## src/rtl/uart_pkg.sv

```systemverilog
// Shared UART definitions: receiver state encoding, frame width and baud divider.
package uart_pkg;

  localparam int UART_DATA_BITS = 8;

  typedef enum logic [1:0] {IDLE, START, DATA, STOP} uart_rx_state_t;

  // System clocks per serial bit, truncated; the transmitter uses the same divider.
  function automatic int baud_div(input int clk_freq, input int baud_rate);
    return clk_freq / baud_rate;
  endfunction

endpackage

```

## src/rtl/uart_sync2.sv

```systemverilog
// Two-flop synchroniser for an asynchronous, idle-high input.
module uart_sync2 (
  input  logic clk,
  input  logic rst,
  input  logic d,
  output logic q
);

  logic meta;

  always_ff @(posedge clk or posedge rst) begin
    if (rst) begin
      meta <= 1'b1;
      q    <= 1'b1;
    end else begin
      meta <= d;
      q    <= meta;
    end
  end

endmodule

```

## src/rtl/uart_rx.sv

```systemverilog
// 8N1 UART receiver on the system clock: mid-bit start validation and sampling,
// one-cycle done / framing-error pulses.
module uart_rx
  import uart_pkg::*;
#(
  parameter int clk_freq  = 1000000,
  parameter int baud_rate = 9600
) (
  input  logic                      clk,
  input  logic                      rst,
  input  logic                      rx,
  output logic [UART_DATA_BITS-1:0] rx_data,
  output logic                      donerx,
  output logic                      frame_err,
  output logic                      busy
);

  localparam int clkcount  = baud_div(clk_freq, baud_rate);
  localparam int halfcount = clkcount / 2;
  localparam int cnt_w     = $clog2(clkcount);
  localparam int idx_w     = $clog2(UART_DATA_BITS);

  if (clkcount < 4) begin : g_bad_baud
    $error("uart_rx: clk_freq/baud_rate must be at least 4");
  end

  localparam logic [cnt_w-1:0] half_last = cnt_w'(halfcount - 1);
  localparam logic [cnt_w-1:0] bit_last  = cnt_w'(clkcount - 1);
  localparam logic [idx_w-1:0] idx_last  = idx_w'(UART_DATA_BITS - 1);

  uart_rx_state_t            state;
  logic [cnt_w-1:0]          cnt;
  logic [idx_w-1:0]          bit_idx;
  logic [UART_DATA_BITS-1:0] shift;
  logic                      rx_s, rx_s_d;

  uart_sync2 u_sync (
    .clk (clk),
    .rst (rst),
    .d   (rx),
    .q   (rx_s)
  );

  always_ff @(posedge clk or posedge rst) begin
    if (rst) begin
      state     <= IDLE;
      cnt       <= '0;
      bit_idx   <= '0;
      shift     <= '0;
      rx_data   <= '0;
      donerx    <= 1'b0;
      frame_err <= 1'b0;
      busy      <= 1'b0;
      rx_s_d    <= 1'b1;
    end else begin
      rx_s_d    <= rx_s;
      donerx    <= 1'b0;
      frame_err <= 1'b0;
      case (state)
        // Edge-triggered so a line held low (break, bad stop) cannot restart a frame.
        IDLE: if (rx_s_d && !rx_s) begin
          state <= START;
          cnt   <= '0;
          busy  <= 1'b1;
        end
        START: if (cnt == half_last) begin
          cnt     <= '0;
          bit_idx <= '0;
          if (!rx_s) begin
            state <= DATA;
          end else begin
            state <= IDLE;
            busy  <= 1'b0;
          end
        end else begin
          cnt <= cnt + 1'b1;
        end
        DATA: if (cnt == bit_last) begin
          cnt            <= '0;
          shift[bit_idx] <= rx_s;
          bit_idx        <= bit_idx + 1'b1;
          if (bit_idx == idx_last) state <= STOP;
        end else begin
          cnt <= cnt + 1'b1;
        end
        // Back to IDLE right at the stop sample so a back-to-back start edge is caught.
        STOP: if (cnt == bit_last) begin
          cnt   <= '0;
          state <= IDLE;
          busy  <= 1'b0;
          if (rx_s) begin
            rx_data <= shift;
            donerx  <= 1'b1;
          end else begin
            frame_err <= 1'b1;
          end
        end else begin
          cnt <= cnt + 1'b1;
        end
        default: begin
          state <= IDLE;
          busy  <= 1'b0;
        end
      endcase
    end
  end

endmodule

```

## config.mk

```make
export PLATFORM = sky130hd
export DESIGN_NAME = uart_rx
export DESIGN_NICKNAME = d
export VERILOG_FILES = /design/src/rtl/uart_pkg.sv /design/src/rtl/uart_sync2.sv /design/src/rtl/uart_rx.sv
export SDC_FILE = /design/constraint.sdc
export NUM_CORES = 1
export LEC_CHECK = 0
export ABC_CLOCK_PERIOD_IN_PS = 3250
export BUFFER_PORTS_ARGS = -buffer_cell sky130_fd_sc_hd__buf_2
export CORE_AREA = 4 4 66 68
export DETAILED_ROUTE_END_ITERATION = 12
export DIE_AREA = 0 0 70 72
export GPL_TIMING_DRIVEN = 0
export PLACE_DENSITY_LB_ADDON = 0.05
export SLEW_MARGIN = 20
export SYNTH_ARGS = -nofsm -noshare
export SYNTH_HDL_FRONTEND = slang
export SYNTH_HIERARCHICAL = 1
export SYNTH_SLANG_ARGS = --single-unit
export TNS_END_PERCENT = 20
```

## constraint.sdc

```tcl
create_clock -name clk -period 3.25 [get_ports clk]
set_input_delay 0.1625 -clock clk [delete_from_list [all_inputs] [get_ports clk]]
set_output_delay 0.1625 -clock clk [all_outputs]
set_load 0.005 [all_outputs]
```

==> results.md <==
- Synthesized area per cell: 11.1 µm²
- Row count: 23
- Synth Instances: 146
- # IOs: 14
- Die extent in x: around 70 µm
- GRT Total Usage: between 10% and 20%
- Iteration-0 DRC Markers: 85
- Max VDD drop: 286 µV
- Power Dens Cells: 649 nW/µm²
- Die height: slightly above 70 µm
- TritonCTS clock tree: built
- Core area: 3860 µm²
- Diode count: 0
- Drt drc: 0
- Multi-input logic area: 704 µm²
- Hold Fails Final Rpt: 0
- Fmax: 458 MHz
- CP required: 3.42 ns
- Via density: about 5.4
- Reg2Reg Capture Point: state[0]$_DFFE_PP0P_
- Sequential power share: 45.0%
- Hold endpoint: u_sync/q$_DFF_PP1_
- Cts bufs inserted: 5
- Worst-path fanout max: 8
- R2R depth: 4
- Tmin final: approximately 2.2 ns
- Post-DR wirelength/cell: 14.6 µm
- Placed Instances: 209
- Slowest CP cell: a211oi_1
- Internal power: about 0.78 mW
- Setup Skew: 0.00643 ns
- Slew HR: roughly 36%
- Most common cell after layout, fill and taps aside: dfrtp_1
- Layout Utilization: around 48%
- Hold Path Depth: 0
- Hpwl dp: between 2000 and 2500 µm
- Tcrit/Tclk final: about two thirds
- Hold Crit Class: flip-flop to flip-flop
- Sequential-to-total area share from yosys stat: 52.7%
- Worst setup EP type: flip-flop
- Commonest cells after routing, fill and taps aside: 31 x dfrtp_1, 13 x nand2_1, 13 x buf_2
- Setup TNS: 0 ns
- Largest net degree at the start of global routing: 33
- Total Power: 1.21 mW
- DRT Wirelength: 3200 µm
- Fin cells: 219
- H-tree levels: 2
- Worst-Skew Late Latency: 0.29 ns
- Fillcell total: around 390
- Status: finished clean
- Number of routed nets with antenna violations: 0
- Area of all sequential standard cells: about 850 µm²
- #FFs+latches synth: 34
- Max-cap violations: 0
- Logic gate share of total power: 28.2%
- Clk pwr share: 26.9%
- Critical path type: flip-flop to flip-flop
- Final Net Count: ~170
- Via count: about 1200
- Gp weighted congestion: 0.806
- Worst path top cell family by delay: compound AO/OA/AOI/OAI gates
- Internal reg-to-reg setup slack: 1.07 ns
- Clk buf depth: 2
- Clock transition at the registers of the reported paths: 0.07 ns
- Pleak: 0.859 nW
- Slowest Stage Delay on Critical Path: 0.79 ns
- Vias in the first global route: around 1200
- R2R Path Start: u_sync/q$_DFF_PP1_
- Cells along the critical path: inv_1 > a211oi_1 > o21bai_1 > a221o_1
- Mapped Area: 1620 µm²
- Antenna violations before repair: 0
- Post-synth net total: around 150
- GR Overflow Total: 0
- DR pass1 iterations: 4
- Final setup viols: 0
- Initial Utilization: 42.1%
- Library cells used by synthesis: 37
- Layout cells sized above 1: 25.4%
- CP arrival: 2.35 ns
- # port buffers: 13
- Switch Pwr: 0.426 mW
- Worst-margin pin slew: 0.951 ns
- Clk sinks: 34
- CP startpoint kind: flip-flop
- Switching share of power: 35.2%
- Max Slew Vio Count: 0
- Area delta synth->final: 15.0%
- Hold path start: u_sync/meta$_DFF_PP1_
- Die area: 5040 µm²
- First-pass GRT wire length: 5650 µm
- CTS root buffer: clkbuf_8
- CP Buf/Inv Count: 1
- RSZ-0062 raised after global routing: no
- Warnings, synthesis: 6
[cells in the mapped netlist, drive strengths merged]
master | number | area (µm²)
dfrtp | 31 | 776
mux2 | 13 | 176
nand2 | 13 | 48.8
nor3 | 10 | 50.1
nor2 | 9 | 33.8
a21oi | 8 | 40.0
o21ai | 8 | 40.0
inv | 7 | 26.3
nand3 | 5 | 37.5
o31ai | 4 | 30.0
clkbuf | 3 | 11.3
dfstp | 3 | 78.8
ha | 3 | 37.5
a211oi | 2 | 15.0
a41oi | 2 | 17.5
and2 | 2 | 12.5
and4bb | 2 | 28.8
buf | 2 | 22.5
nor4 | 2 | 12.5
o22ai | 2 | 12.5
o32ai | 2 | 17.5
or3 | 2 | 12.5
a221o | 1 | 10.0
a31oi | 1 | 6.26
clkinv | 1 | 3.75
mux2i | 1 | 10.0
nand4 | 1 | 6.26
nand4bb | 1 | 11.3
nor2b | 1 | 6.26
o211ai | 1 | 7.51
o21a | 1 | 7.51
o21bai | 1 | 7.51
xor2 | 1 | 8.76
[flip-flops by register name, indices dropped and copies added, names as in the netlist, 3 cells and up, named ones only]
signal,flops
shift,8
rx_data,8
bit_idx,3
cnt,7
[stage by stage]
step	setup WS, ns	hold WS (ns)	cell area [µm²]
floorplan	1.46	0.0740	1620
global placement	1.05	0.191	1750
detailed placement	1.07	0.206	1750
CTS	1.04	0.360	1870
global route	0.923	0.370	1870
finish	1.07	0.358	1870
[routing by layer]
layer	wire length (µm)	track usage (%)	vias to the layer above
li1	-	-	577
met1	1530	19.2	579
met2	1490	22.2	28
met3	142	4.16	4
met4	33	3.83	0
met5	0	0	-
[power groups by stage]
stage               logic (mW)  clock network (mW)  registers [mW]
floorplan                0.265                   0           0.536
global placement         0.331                   0           0.550
detailed placement       0.340                   0           0.550
CTS                      0.343               0.335           0.543
global route             0.386               0.360           0.555
finish                   0.341               0.325           0.544
[cells by family (layout without fill, tap and decap cells)]
kind of cell	after synthesis	count (layout)	share of synthesized area [%]
DFF	34	34	52.7
AOI/OAI and AO/OA	33	33	13.0
and+or+nand+nor	48	48	16.0
adders and majority gates	3	3	2.31
muxes	14	14	11.5
xor gates and xnor gates	1	1	0.540
buffers and inverters	13	36	3.93
[layout make-up]
type | instances | area share [%]
clock buffer | 6 | 4.43
timing repair buffer | 15 | 4.56
sequential | 34 | 45.8
inverter | 8 | 1.61
buffer | 5 | 1.81
multi-input combinational | 99 | 37.8
clock inverter | 2 | 0.671
tap | 50 | 3.35
[worst max-delay path by stage]
stage / start / end / slack (ns) / cells past startpoint
2_1_floorplan: cnt[0]$_DFFE_PP0N_ / rx_data[0]$_DFFE_PP0P_ / 1.46 / 6
3_3_place_gp: u_sync/q$_DFF_PP1_ / state[0]$_DFFE_PP0P_ / 1.05 / 4
6_report: u_sync/q$_DFF_PP1_ / state[0]$_DFFE_PP0P_ / 1.07 / 4
4_1_cts: u_sync/q$_DFF_PP1_ / state[0]$_DFFE_PP0P_ / 1.04 / 4
5_1_grt: u_sync/q$_DFF_PP1_ / state[0]$_DFFE_PP0P_ / 0.92 / 4
3_5_place_dp: u_sync/q$_DFF_PP1_ / state[0]$_DFFE_PP0P_ / 1.07 / 4
[timing repair]
action	4_1_cts	5_1_grt
hold endpoints to repair	3	0
gates resized for setup	0	0
buffers inserted	0	0
hold buffers	2	0
[worst reg2reg max path, delay by kind of cell, from the launching register on]
family,cells,cell delay [ns]
AOI/OAI and AO/OA,3,1.31
DFF,1,0.61
buffers and inverters,1,0.15
Power figures use the tool's default switching activity.
